[config.mk]
export PLATFORM = sky130hd
export DESIGN_NAME = soc_miner_regs_slave
export DESIGN_NICKNAME = d
export VERILOG_FILES = /design/src/rtl/soc_miner_pkg.sv /design/src/rtl/soc_miner_regs_burst_addr.sv /design/src/rtl/soc_miner_regs_slave.sv
export SDC_FILE = /design/constraint.sdc
export NUM_CORES = 1
export LEC_CHECK = 0
export ABC_AREA = 1
export BUFFER_PORTS_ARGS = -buffer_cell sky130_fd_sc_hd__buf_2
export CAP_MARGIN = 5
export CORE_AREA = 3 3 271 273
export CTS_CLUSTER_DIAMETER = 200
export CTS_CLUSTER_SIZE = 30
export DETAILED_ROUTE_END_ITERATION = 10
export DIE_AREA = 0 0 274 276
export PLACE_DENSITY = 0.66
export REMOVE_ABC_BUFFERS = 1
export SLEW_MARGIN = 30
export SYNTH_ARGS = -nofsm -noshare
export SYNTH_HDL_FRONTEND = slang
export SYNTH_SLANG_ARGS = --single-unit
[constraint.sdc]
create_clock -name Clk -period 3.6 [get_ports Clk]
set_clock_uncertainty 0.15 [all_clocks]
set_input_delay 0.54 -clock Clk [delete_from_list [all_inputs] [get_ports Clk]]
set_output_delay 0.54 -clock Clk [all_outputs]
set_load 0.03 [all_outputs]
[src/rtl/soc_miner_pkg.sv]
// Shared constants for the soc_miner register slave: AXI responses,
// register map indices and the read/write FSM state encodings.
package soc_miner_pkg;

  localparam logic [1:0] RESP_OKAY   = 2'b00;
  localparam logic [1:0] RESP_SLVERR = 2'b10;

  localparam int REG_CTRL       = 0;
  localparam int REG_STATUS     = 1;
  localparam int CTRL_START_BIT = 0;

  localparam logic [1:0] W_IDLE = 2'd0;
  localparam logic [1:0] W_DATA = 2'd1;
  localparam logic [1:0] W_RESP = 2'd2;

  localparam logic [0:0] R_IDLE = 1'b0;
  localparam logic [0:0] R_DATA = 1'b1;

endpackage

[src/rtl/soc_miner_regs_burst_addr.sv]
// Burst address tracker: holds the current beat address, beat counter and
// burst length, steps the address by one word per beat and reports the
// register index, range status and last-beat flag. With LOOKAHEAD set the
// reported view is the address that will be current after this cycle,
// which lets the read side register the data for the beat it is about to
// present.
module soc_miner_regs_burst_addr #(
  parameter int ADDR_WIDTH = 32,
  parameter int NUM_REGS   = 16,
  parameter int IDX_W      = $clog2(NUM_REGS),
  parameter bit LOOKAHEAD  = 1'b0
) (
  input  logic                  clk,
  input  logic                  rst_n,
  input  logic                  load,
  input  logic                  advance,
  input  logic [ADDR_WIDTH-1:0] start_addr,
  input  logic [3:0]            start_len,
  output logic [IDX_W-1:0]      idx,
  output logic                  in_range,
  output logic                  last
);

  logic [ADDR_WIDTH-1:0] addr_q;
  logic [ADDR_WIDTH-1:0] nxt_addr;
  logic [ADDR_WIDTH-1:0] view_addr;
  logic [3:0]            cnt_q;
  logic [3:0]            len_q;
  logic [3:0]            nxt_cnt;
  logic [3:0]            nxt_len;
  logic [3:0]            view_cnt;
  logic [3:0]            view_len;

  // Next-state of the tracker: a load restarts the burst, an accepted beat steps it
  always_comb begin
    nxt_addr = addr_q;
    nxt_cnt  = cnt_q;
    nxt_len  = len_q;
    if (load) begin
      nxt_addr = start_addr;
      nxt_cnt  = 4'd0;
      nxt_len  = start_len;
    end else if (advance) begin
      nxt_addr = addr_q + ADDR_WIDTH'(4);
      nxt_cnt  = cnt_q + 4'd1;
    end
  end

  // Tracker registers
  always_ff @(posedge clk or negedge rst_n) begin
    if (!rst_n) begin
      addr_q <= '0;
      cnt_q  <= '0;
      len_q  <= '0;
    end else begin
      addr_q <= nxt_addr;
      cnt_q  <= nxt_cnt;
      len_q  <= nxt_len;
    end
  end

  assign view_addr = LOOKAHEAD ? nxt_addr : addr_q;
  assign view_cnt  = LOOKAHEAD ? nxt_cnt  : cnt_q;
  assign view_len  = LOOKAHEAD ? nxt_len  : len_q;

  // The index is not masked: anything past the bank is out of range, never wrapped
  assign idx      = view_addr[2 +: IDX_W];
  assign in_range = (view_addr >> 2) < ADDR_WIDTH'(NUM_REGS);
  assign last     = (view_cnt == view_len);

endmodule

[src/rtl/soc_miner_regs_slave.sv]
// AXI3 slave register bank for soc_miner. Independent write and read
// FSMs serve single and INCR bursts into NUM_REGS 32-bit registers.
// Index 0 is control (bit0 is a self-clearing start strobe), index 1
// returns the core status word, the rest are plain storage.
module soc_miner_regs_slave
  import soc_miner_pkg::*;
#(
  parameter int REGS_DATA_WIDTH = 32,
  parameter int REGS_ADDR_WIDTH = 32,
  parameter int NUM_REGS        = 16
) (
  input  logic                         Clk,
  input  logic                         Rst_n,
  input  logic                         s_regs_awvalid,
  output logic                         s_regs_awready,
  input  logic [REGS_ADDR_WIDTH-1:0]   s_regs_awaddr,
  input  logic [3:0]                   s_regs_awlen,
  input  logic                         s_regs_wvalid,
  output logic                         s_regs_wready,
  input  logic [REGS_DATA_WIDTH-1:0]   s_regs_wdata,
  input  logic [3:0]                   s_regs_wstrb,
  input  logic                         s_regs_wlast,
  output logic                         s_regs_bvalid,
  input  logic                         s_regs_bready,
  output logic [1:0]                   s_regs_bresp,
  input  logic                         s_regs_arvalid,
  output logic                         s_regs_arready,
  input  logic [REGS_ADDR_WIDTH-1:0]   s_regs_araddr,
  input  logic [3:0]                   s_regs_arlen,
  output logic                         s_regs_rvalid,
  input  logic                         s_regs_rready,
  output logic [REGS_DATA_WIDTH-1:0]   s_regs_rdata,
  output logic                         s_regs_rlast,
  output logic [1:0]                   s_regs_rresp,
  output logic                         ctrl_start,
  input  logic [31:0]                  status_word,
  output logic [NUM_REGS*32-1:0]       regs_q
);

  localparam int IDX_W = $clog2(NUM_REGS);

  logic [REGS_DATA_WIDTH-1:0] regs [NUM_REGS];
  logic [1:0]                 w_state;
  logic [0:0]                 r_state;
  logic                       w_err;
  logic                       aw_hs;
  logic                       w_hs;
  logic                       ar_hs;
  logic                       r_hs;
  logic [IDX_W-1:0]           wr_idx;
  logic                       wr_in_range;
  logic                       wr_last;
  logic [IDX_W-1:0]           rd_idx;
  logic                       rd_in_range;
  logic                       rd_last;
  logic [REGS_DATA_WIDTH-1:0] rd_word;

  assign aw_hs = s_regs_awvalid & s_regs_awready;
  assign w_hs  = s_regs_wvalid  & s_regs_wready;
  assign ar_hs = s_regs_arvalid & s_regs_arready;
  assign r_hs  = s_regs_rvalid  & s_regs_rready;

  soc_miner_regs_burst_addr #(
    .ADDR_WIDTH (REGS_ADDR_WIDTH),
    .NUM_REGS   (NUM_REGS),
    .IDX_W      (IDX_W),
    .LOOKAHEAD  (1'b0)
  ) u_wr_addr (
    .clk        (Clk),
    .rst_n      (Rst_n),
    .load       (aw_hs),
    .advance    (w_hs),
    .start_addr (s_regs_awaddr),
    .start_len  (s_regs_awlen),
    .idx        (wr_idx),
    .in_range   (wr_in_range),
    .last       (wr_last)
  );

  soc_miner_regs_burst_addr #(
    .ADDR_WIDTH (REGS_ADDR_WIDTH),
    .NUM_REGS   (NUM_REGS),
    .IDX_W      (IDX_W),
    .LOOKAHEAD  (1'b1)
  ) u_rd_addr (
    .clk        (Clk),
    .rst_n      (Rst_n),
    .load       (ar_hs),
    .advance    (r_hs),
    .start_addr (s_regs_araddr),
    .start_len  (s_regs_arlen),
    .idx        (rd_idx),
    .in_range   (rd_in_range),
    .last       (rd_last)
  );

  // Write channel FSM: address, data beats, then a held response
  always_ff @(posedge Clk or negedge Rst_n) begin
    if (!Rst_n) begin
      w_state        <= W_IDLE;
      s_regs_awready <= 1'b0;
      s_regs_wready  <= 1'b0;
      s_regs_bvalid  <= 1'b0;
      s_regs_bresp   <= RESP_OKAY;
      w_err          <= 1'b0;
    end else begin
      case (w_state)
        W_IDLE: begin
          s_regs_awready <= 1'b1;
          if (aw_hs) begin
            s_regs_awready <= 1'b0;
            s_regs_wready  <= 1'b1;
            w_err          <= 1'b0;
            w_state        <= W_DATA;
          end
        end
        W_DATA: begin
          if (w_hs) begin
            if (!wr_in_range) w_err <= 1'b1;
            if (s_regs_wlast || wr_last) begin
              s_regs_wready <= 1'b0;
              s_regs_bvalid <= 1'b1;
              s_regs_bresp  <= (w_err || !wr_in_range) ? RESP_SLVERR : RESP_OKAY;
              w_state       <= W_RESP;
            end
          end
        end
        W_RESP: begin
          if (s_regs_bready) begin
            s_regs_bvalid  <= 1'b0;
            s_regs_awready <= 1'b1;
            w_state        <= W_IDLE;
          end
        end
        default: w_state <= W_IDLE;
      endcase
    end
  end

  // Register storage and the start strobe; status slot and out-of-range beats are dropped
  always_ff @(posedge Clk or negedge Rst_n) begin
    if (!Rst_n) begin
      for (int i = 0; i < NUM_REGS; i++) regs[i] <= '0;
      ctrl_start <= 1'b0;
    end else begin
      ctrl_start <= 1'b0;
      if (w_hs && wr_in_range && int'(wr_idx) != REG_STATUS) begin
        for (int b = 0; b < 4; b++) begin
          if (s_regs_wstrb[b]) regs[wr_idx][8*b +: 8] <= s_regs_wdata[8*b +: 8];
        end
        if (int'(wr_idx) == REG_CTRL) begin
          regs[wr_idx][CTRL_START_BIT] <= 1'b0;
          ctrl_start <= s_regs_wstrb[0] & s_regs_wdata[CTRL_START_BIT];
        end
      end
    end
  end

  // Word for the beat about to be presented, taken before any same-edge write lands
  always_comb begin
    rd_word = '0;
    if (rd_in_range) begin
      if (int'(rd_idx) == REG_STATUS) rd_word = status_word;
      else                            rd_word = regs[rd_idx];
    end
  end

  // Read channel FSM: registered data beats, held while the master stalls
  always_ff @(posedge Clk or negedge Rst_n) begin
    if (!Rst_n) begin
      r_state        <= R_IDLE;
      s_regs_arready <= 1'b0;
      s_regs_rvalid  <= 1'b0;
      s_regs_rdata   <= '0;
      s_regs_rlast   <= 1'b0;
      s_regs_rresp   <= RESP_OKAY;
    end else begin
      case (r_state)
        R_IDLE: begin
          s_regs_arready <= 1'b1;
          if (ar_hs) begin
            s_regs_arready <= 1'b0;
            s_regs_rvalid  <= 1'b1;
            s_regs_rdata   <= rd_word;
            s_regs_rlast   <= rd_last;
            s_regs_rresp   <= rd_in_range ? RESP_OKAY : RESP_SLVERR;
            r_state        <= R_DATA;
          end
        end
        R_DATA: begin
          if (s_regs_rready) begin
            if (s_regs_rlast) begin
              s_regs_rvalid  <= 1'b0;
              s_regs_rlast   <= 1'b0;
              s_regs_arready <= 1'b1;
              r_state        <= R_IDLE;
            end else begin
              s_regs_rdata <= rd_word;
              s_regs_rlast <= rd_last;
              s_regs_rresp <= rd_in_range ? RESP_OKAY : RESP_SLVERR;
            end
          end
        end
        default: r_state <= R_IDLE;
      endcase
    end
  end

  for (genvar g = 0; g < NUM_REGS; g++) begin : g_flat
    assign regs_q[g*32 +: 32] = regs[g];
  end

endmodule
=== Word-level counts from Yosys, hierarchy flattened ===
Cells that the tools add are included.

* Latch bits: 0
* Bits in read-only memories: 0
* Memories: 0
* Bits of input ports: 148
* Bits in registers: 639
* Output and inout bits: 555
* Logic and storage cells: 178
* Bits in writable memories: 0

* $lt $le $gt $ge: 5
* Multiply operators: 0
* Bitwise operators: 10
* Muxes and demuxes: 85
* Equality and inequality tests: 15
* Shift operators: 0
* Reductions and logical operators: 23
* Divide/modulo/power cells: 0
* Add/subtract/negate cells: 4

{| class="wikitable"
|+ Operators by type and width
! cell !! number
|-
| $mux W512 || 9
|-
| $bwmux W512 || 4
|-
| $demux W32 S4 || 5
|-
| $and A512 B512 Y512 || 1
|-
| $not A512 Y512 || 1
|-
| $mux W32 || 12
|-
| $bmux W32 S4 || 1
|-
| $add A32 B3 Y32 const B || 2
|-
| $pmux W32 S2 || 1
|-
| $lt A30 B5 Y1 const B || 2
|-
| $mux W1 || 26
|-
| $mux W24 || 1
|-
| $mux W4 || 5
|-
| $mux W2 || 9
|-
| $ne A2 B2 Y1 const B || 9
|-
| $mux W16 || 1
|-
| $pmux W1 S2 || 8
|-
| $reduce_and A4 Y1 || 4
|-
| $ge A5 B5 Y1 const B || 2
|-
| $not A4 Y5 || 2
|-
| $reduce_bool A2 Y1 || 5
|-
| $reduce_and A3 Y1 || 3
|-
| $add A4 B1 Y4 const B || 2
|-
| $eq A4 B4 Y1 || 2
|-
| 16 further kinds || 25
|}

=== Depth between registers and ports, before layout ===
Gate-level depths: netlist of the first run.

* Depth in word-level cells: 19
* Depth in mapped cells: 17
* Mapped depth without buffers: 17

=== Hierarchy ===
A second synthesis of the first run with hierarchy kept.

* Cell total of the unflattened synthesis: 4225
* Area total of the unflattened synthesis: 32269.7 um^2

{| class="wikitable"
|+ Modules (own cells, without submodules)
! module !! times used !! seq. area each (um^2) !! cells an instance !! area each (um^2)
|-
| soc_miner_regs_slave || 1 || 13938.4 || 3449 || 26858.3
|-
| soc_miner_regs_burst_addr at u_rd_addr || 1 || 950.9 || 406 || 2810.2
|-
| soc_miner_regs_burst_addr at u_wr_addr || 1 || 950.9 || 370 || 2601.2
|}

=== Worst setup path before layout of the first run ===
No wires, ideal clock.

* Kind: flip-flop to flip-flop
* Start: register s_regs_arready
* End: register s_regs_rdata[10]
* Data required time: 3384 ps
* Buffers on the path: 3
* Stages on the path, launching flop included: 15
* Path slack: 1307 ps
* Data arrival time: 2078 ps
* Period minus slack after synthesis: 2293 ps
* Library setup time: 66 ps
* Cells stage by stage: dfrtp_1 > nand2_1 > or2_2 > clkbuf_1 > nand2_1 > buf_2 > buf_2 > nand2_1 > nand3_1 > nand3_1 > nand3_1 > nand2_1 > a21oi_1 > nand3_2 > nand2_1

* Cells in the longest elaborated chain, start to end: 11
* Elaborated cells between the ends (all ways): 16
* Those cells by class: order compare (1); eq/ne (2); mux (10); bitwise (2); reduce/logical (1)

{| class="wikitable"
|+ Ends and longest elaborated chain
! item !! RTL line !! source
|-
| start, declared || soc_miner_regs_slave.sv:27 || <nowiki>output logic s_regs_arready,</nowiki>
|-
| start signal, assigned || soc_miner_regs_slave.sv:172 || <nowiki>s_regs_arready <= 1'b0;</nowiki>
|-
| start signal, assigned || soc_miner_regs_slave.sv:180 || <nowiki>s_regs_arready <= 1'b1;</nowiki>
|-
| start signal, assigned || soc_miner_regs_slave.sv:182 || <nowiki>s_regs_arready <= 1'b0;</nowiki>
|-
| $and A1 B1 Y1 (*) || soc_miner_regs_slave.sv:60 || <nowiki>assign ar_hs = s_regs_arvalid & s_regs_arready;</nowiki>
|-
| branches (longest 10 deep; another with $lt A30 B5 Y1) || - ||
|-
| end signal, assigned || soc_miner_regs_slave.sv:184 || <nowiki>s_regs_rdata <= rd_word;</nowiki>
|-
| end signal, assigned || soc_miner_regs_slave.sv:198 || <nowiki>s_regs_rdata <= rd_word;</nowiki>
|-
| end, declared || soc_miner_regs_slave.sv:32 || <nowiki>output logic [REGS_DATA_WIDTH-1:0] s_regs_rdata,</nowiki>
|}

Every way passes the cells marked *. The select of a mux whose other input is x is not followed.
A chain may end at the register's enable or synchronous reset.

=== Worst setup path in the final report of the first run ===
* Start: register u_wr_addr.addr_q[30]
* End: register regs, in the netlist regs_q[391]

* Cells in the longest elaborated chain, start to end: 3

{| class="wikitable"
|+ Ends and longest elaborated chain
! item !! RTL line !! source
|-
| start, declared || soc_miner_regs_burst_addr.sv:24 || <nowiki>logic [ADDR_WIDTH-1:0] addr_q;</nowiki>
|-
| start signal, assigned || soc_miner_regs_burst_addr.sv:56 || <nowiki>addr_q <= nxt_addr;</nowiki>
|-
| $lt A30 B5 Y1 || soc_miner_regs_burst_addr.sv:68 || <nowiki>assign in_range = (view_addr >> 2) < ADDR_WIDTH'(NUM_REGS);</nowiki>
|-
| $logic_and A1 B1 Y1 (2 in a row) || soc_miner_regs_slave.sv:147 || <nowiki>if (w_hs && wr_in_range && int'(wr_idx) != REG_STATUS) begin</nowiki>
|-
| end signal, assigned by index || soc_miner_regs_slave.sv:149 || <nowiki>if (s_regs_wstrb[b]) regs[wr_idx][8*b +: 8] <= s_regs_wdata[8*b +: 8];</nowiki>
|-
| end, declared || soc_miner_regs_slave.sv:42 || <nowiki>logic [REGS_DATA_WIDTH-1:0] regs [NUM_REGS];</nowiki>
|}

No other way between the ends.

==> metrics, run 1 <==
PostCTS Resize Cnt 0; CTS tree yes; CP startpoint kind register; worst-margin pin slew 0.938 ns; TritonCTS Sinks 633; vias in the first global route roughly 28000; Final Hold Vio Count 0; vias ~31000; DPL Wire Length approximately 90000 um; Area Overhead vs Synth 16.6%; synthesis-stage register bit count roughly 630; GRT Util Overall 0.325; first-pass GRT wire length ~190000 um; CP Class register to register; Avg WL per Cell between 20 and 25 um; count of pins over their slew limit 0; synthesized instance count roughly 3900; die width between 200 and 300 um; fin util 0.510; GP Congestion 0.930; Slowest cell on crit path nand2_1; worst min-delay path category primary input to register; drt drc 0; sum of negative setup slack 0 ns; Max-cap violations 0; worst-path fanout max 16; status finished clean; CTS buffer count 25; I/O pin count 703; post-synth top area share 0.508; sequential fraction of the synthesis area 0.508; Yosys top cell by area dfrtp_1; dominant cells by area after synthesis dfrtp_1, nand2_1, nand3_1; Leak between 15 and 20 nW; Initial Util 0.437; DP Worst Slack around 0.48 ns; RSZ-0062 raised after global routing no; largest net degree at the start of global routing about 90; Avg Cell Area, Syn 7.92 um2; layout cell share with drive strength beyond 1 0.210; setup ws final 0.488 ns; synthesized area between 30000 and 40000 um2; Yosys warning total 0; Pwr Density 531 nW/um2; crit-path cells nor4_1 -> nand4_1 -> nor2_2 -> nand2_4 -> nor2_4 -> nand2_1 -> o21ai_0; Tmin final just over 3 ns; Worst-Skew Late Latency 0.62 ns; Critical Path AT ~3.5 ns; Layout fillers between 7000 and 8000; Core ar. 71400 um2; DRT iter0 DRCs 3599; Worst-path clk slew 0.13 ns; antenna violations before repair 9; DR pass1 iterations 6; htree depth 1; die area between 70000 and 80000 um2; highest clock rate between 0.3 and 0.4 GHz; synth unique cells 44; Die H around 280 um; Final #Nets 4621; Core Rows 98; design area ~36000 um2; IO buf count 696; detailed-route wire length approximately 130000 um; placed inst area between 30000 and 40000 um2; antenna viol nets, final 0; clk root buf clkbuf_16; Setup violations, final 0; Remaining Overflow, GRT 0; WP data required 3.96 ns; VDD IR-drop max between 300 and 400 uV; CP Capture Type register; clk buf depth 3; crit-path max cell delay roughly 0.58 ns; Max-slew headroom 0.372; Period Utilization, post-route 0.864; Avg Vias per Cell 5.72
registers in the layout, summed over array words and instances (netlist names), 2 cells and up:
name,count
w_state,2
u_rd_addr.cnt_q,4
s_regs_rdata,32
u_wr_addr.len_q,4
u_wr_addr.cnt_q,4
u_rd_addr.len_q,4
u_rd_addr.addr_q,30
u_wr_addr.addr_q,30
regs_q,512
layer usage:
layer,global-route usage,share of wire,vias up,wire length [um]
li1,-,-,14100,-
met1,0.426,0.39,14900,49500
met2,0.526,0.47,1691,59500
met3,0.0610,0.093,285,11800
met4,0.141,0.052,6,6570
met5,0,0.00035,-,45
power by group:
part	total, mW	switching [mW]	internal, mW	leakage [nW]
Clock	3.60	2.33	1.28	0.320
Sequential	8.01	0.481	7.53	8.65
Combinational	7.69	5.51	2.18	9.80
Total	19.3	8.31	11.0	18.8
cell usage after synthesis, drive strengths merged:
cell type	instances
nand2	1151
nand3	818
dfrtp	633
o21ai	562
clkbuf	167
inv	162
buf	134
nor2	122
a21oi	46
or2	23
nor3	21
nand4	16
o211ai	10
o22ai	9
xor2	9
nor4	8
o21bai	8
ha	7
xnor2	7
nand3b	6
clkinv	3
a211oi	2
a22oi	2
a31oi	2
a21o	1
a2bb2oi	1
a311oi	1
a41oi	1
conb	1
nor3b	1
o41ai	1
path summary, 6_finish.rpt:
check | from | to | slack (ns) | depth (start not counted)
worst min register to register | regs_q[63] | regs_q[63] | 0.27 | 0
worst max-delay path | u_wr_addr.addr_q[30] | regs_q[391] | 0.49 | 7
max in group asynchronous | Rst_n | regs_q[29] | 1.89 | 3
worst max register to register | u_wr_addr.addr_q[30] | regs_q[391] | 0.49 | 7
min in group asynchronous | Rst_n | u_rd_addr.addr_q[16] | 0.34 | 2
worst min-delay path | s_regs_bready | w_state[1] | 0.03 | 2
cell families after synthesis:
group,after synthesis,synth area share
other cells,1,0.000120
flops,633,0.508
compound gates,646,0.107
fa+ha+maj,7,0.00281
buf+inv,466,0.0640
simple gates,2166,0.314
xor+xnor,16,0.00449
critical path, delay by kind of cell (launching register included):
family          cells  cell delay [ns]
simple gates        6             2.01
compound gates      1             0.39
flops               1             0.44
final cells by class:
cell class / instances / area, um2 / area share
Antenna cell: 6 / 15.0 / 0.000413
Clock buffer: 25 / 626 / 0.0172
Clock inverter: 1 / 30.0 / 0.000826
Inverter: 165 / 624 / 0.0172
Multi-Input combinational cell: 2837 / 13400 / 0.369
Sequential cell: 633 / 15800 / 0.435
Tap cell: 950 / 1190 / 0.0327
Timing Repair Buffer: 804 / 4630 / 0.127
cells in the final DEF, fill, tap and decap left out, drive strengths merged, types with 4 or more instances in the layout:
cell type    synthesis  layout
nor3                21      21
diode                0       6
nand4               16      16
o21bai               8       8
or2                 23      23
o211ai              10      10
nand3              818     818
clkinv               3       4
xor2                 9       9
buf                134     793
nand3b               6       6
nor4                 8       8
nand2             1151    1151
nor2               122     122
a21oi               46      46
ha                   7       7
dfrtp              633     633
xnor2                7       7
inv                162     162
o22ai                9       9
clkbuf             167      25
o21ai              562     562
dlygate4sd3          0      11
through the flow:
stage          hold slack [ns]  power [mW]  instances
6_report                0.0267        19.3       5421
4_1_cts                0.00137        19.3       5415
3_5_place_dp             0.237        15.7       5378
3_3_place_gp             0.240        15.6       5378
2_1_floorplan           0.0944        12.6       3635
5_1_grt                 0.0146        20.3       5419
repair_timing:
item,4_1_cts,5_1_grt
endpoints found under the setup margin,0,0
hold endpoints to repair,78,0
hold buffers,11,0
buffers inserted,0,0
No activity file was read; power rests on OpenSTA's default activity.
==> inputs of run 2 (changes only) <==
CTS_BUF_LIST = sky130_fd_sc_hd__clkbuf_4 sky130_fd_sc_hd__clkbuf_8   (was default)
==> run 2 against run 1 <==
Sequential share of layout area fell by 0.22 points. First-iteration DRC count is 7.9% higher. Worst hold slack better by 0.016 ns. Register-to-register slack lost 0.04 ns. Flip-flop and latch count did not move. Wire length grew 0.26%. Die area stayed put. Combinational power about the same. Setup slack worse by 0.036 ns.
==> metrics, run 2 (synthesis gave the netlist of run 1 again) <==
postcts setup bufs 0; drt drc 0; worst-margin pin slew between 0.9 and 1 ns; Core Rows about 100; sum of negative setup slack 0 ns; TritonCTS Sinks around 630; I/O pin count ~700; vias between 30000 and 40000; largest net degree at the start of global routing 92; Worst-Skew Late Latency between 0.7 and 0.8 ns; CP Capture Point regs_q[384]; commonest non-fill, non-tap cells in the layout nand2_1, nand3_1, buf_2, dfrtp_1, o21ai_0; Period Utilization, post-route 0.874; layout cell share with drive strength beyond 1 0.208; DPL Wire Length ~90000 um; Area Overhead vs Synth 17.3%; Pwr Density between 500 and 600 nW/um2; die area ~76000 um2; Largest register FFs about 510; Worst Reg-to-Reg Cells 7; detailed-route wire length between 100000 and 150000 um; Tmin final between 3 and 4 ns; IO buf count approximately 700; Crit. Startpoint u_wr_addr.addr_q[30]; Slowest cell on crit path nand2_1; crit-path cells nor4_1 -> nand4_1 -> nor2_2 -> nand2_4 -> nor2_4 -> nand2_1 -> o21ai_0; Die H 276 um; Worst path depth 7; CP bufs+invs 0; status finished clean; GRT Util Overall 0.326; Final Hold Vio Count 0; CP Class register to register; RSZ-0062 raised after global routing no; VDD IR-drop max about 350 uV; Critical Path AT 3.60 ns; Remaining Overflow, GRT 0; R2R Setup Slk 0.45 ns; CTS buffer count 25; worst-path fanout max 16; count of pins over their slew limit 0; Avg Vias per Cell ~5.7; Max-slew headroom 0.390; Leak 18.8 nW; clk root buf clkbuf_8; CP Capture Type register; commonest non-fill, non-tap cell in the layout nand2_1; DRT iter0 DRCs ~3900; CTS tree yes; vias in the first global route ~29000; first-pass GRT wire length 188000 um; crit-path max cell delay about 0.59 ns; Layout fillers around 7000; reg2reg start u_wr_addr.addr_q[30]; r2r endpoint regs_q[384]; Worst-path clk slew approximately 0.20 ns; DR pass1 iterations 6; htree depth 1; Initial Util 0.437; worst min-delay path category primary input to register; CP delay by family, top simple AND/OR/NAND/NOR gates; GP Congestion around 0.93; Final #Nets 4668; CP startpoint kind register; WP data required between 4 and 5 ns; fin util 0.512; PostCTS Resize Cnt 0; clk buf depth 3; highest clock rate about 0.32 GHz; Core ar. approximately 70000 um2; Setup violations, final 0; die width about 270 um; Max-cap violations 0; antenna viol nets, final 0; antenna violations before repair 10; Avg WL per Cell around 23 um
run 2: repair_timing:
item	4_1_cts	5_1_grt
setup endpoints to repair	0	0
hold endpoints to repair	126	0
hold buffers	58	0
run 2: report_power, final:
group | leakage, nW | internal, mW | switching, mW
clock network | 0.191 | 0.648 | 2.23
logic | 9.99 | 2.21 | 5.51
registers | 8.65 | 7.53 | 0.482
total | 18.8 | 10.4 | 8.22
run 2: cell type report:
| class | instances | area (um2) | area share |
|---|---|---|---|
| Antenna cell | 6 | 15.0 | 0.000411 |
| Clock buffer | 25 | 344 | 0.00941 |
| Clock inverter | 1 | 30.0 | 0.000821 |
| Inverter | 165 | 624 | 0.0171 |
| Multi-Input combinational cell | 2837 | 13400 | 0.367 |
| Sequential cell | 633 | 15800 | 0.433 |
| Tap cell | 950 | 1190 | 0.0325 |
| Timing Repair Buffer | 851 | 5100 | 0.140 |
run 2: worst reg2reg max path: cells and delay by family (launching register included):
| family | cells | cell delay, ns |
|---|---|---|
| flops | 1 | 0.46 |
| simple gates | 6 | 2.02 |
| compound gates | 1 | 0.41 |
run 2: stage by stage:
stage / cells / hold slack [ns] / cell area (um2) / worst slack (ns) / total power, mW
2_1_floorplan: 3635 / 0.0944 / 29800 / -10.23 / 12.6
3_3_place_gp: 5378 / 0.240 / 35600 / 0.512 / 15.6
3_5_place_dp: 5378 / 0.237 / 35600 / 0.482 / 15.7
4_1_cts: 5462 / 0.00140 / 36500 / 0.498 / 18.6
5_1_grt: 5467 / 0.0470 / 36600 / 0.256 / 19.6
6_report: 5468 / 0.0430 / 36600 / 0.453 / 18.6
run 2: layer usage:
metal  global-route usage  up-vias  wire length (um)
met1                0.427    14800             49800
met4                0.150        6              7010
li1                     -    14200                 -
met2                0.524     1707             59200
met5                    0        -                49
met3               0.0597      294             11700
run 2: worst min-delay path by stage:
stage | to | cells after the start | from
after global routing | u_wr_addr.addr_q[9] | 5 | s_regs_awaddr[9]
after global placement | regs_q[50] | 0 | regs_q[50]
after floorplan | ctrl_start | 0 | Rst_n
after detailed placement | regs_q[53] | 0 | regs_q[53]
after CTS | u_rd_addr.addr_q[21] | 4 | s_regs_araddr[21]
final | u_wr_addr.addr_q[26] | 5 | s_regs_awaddr[26]
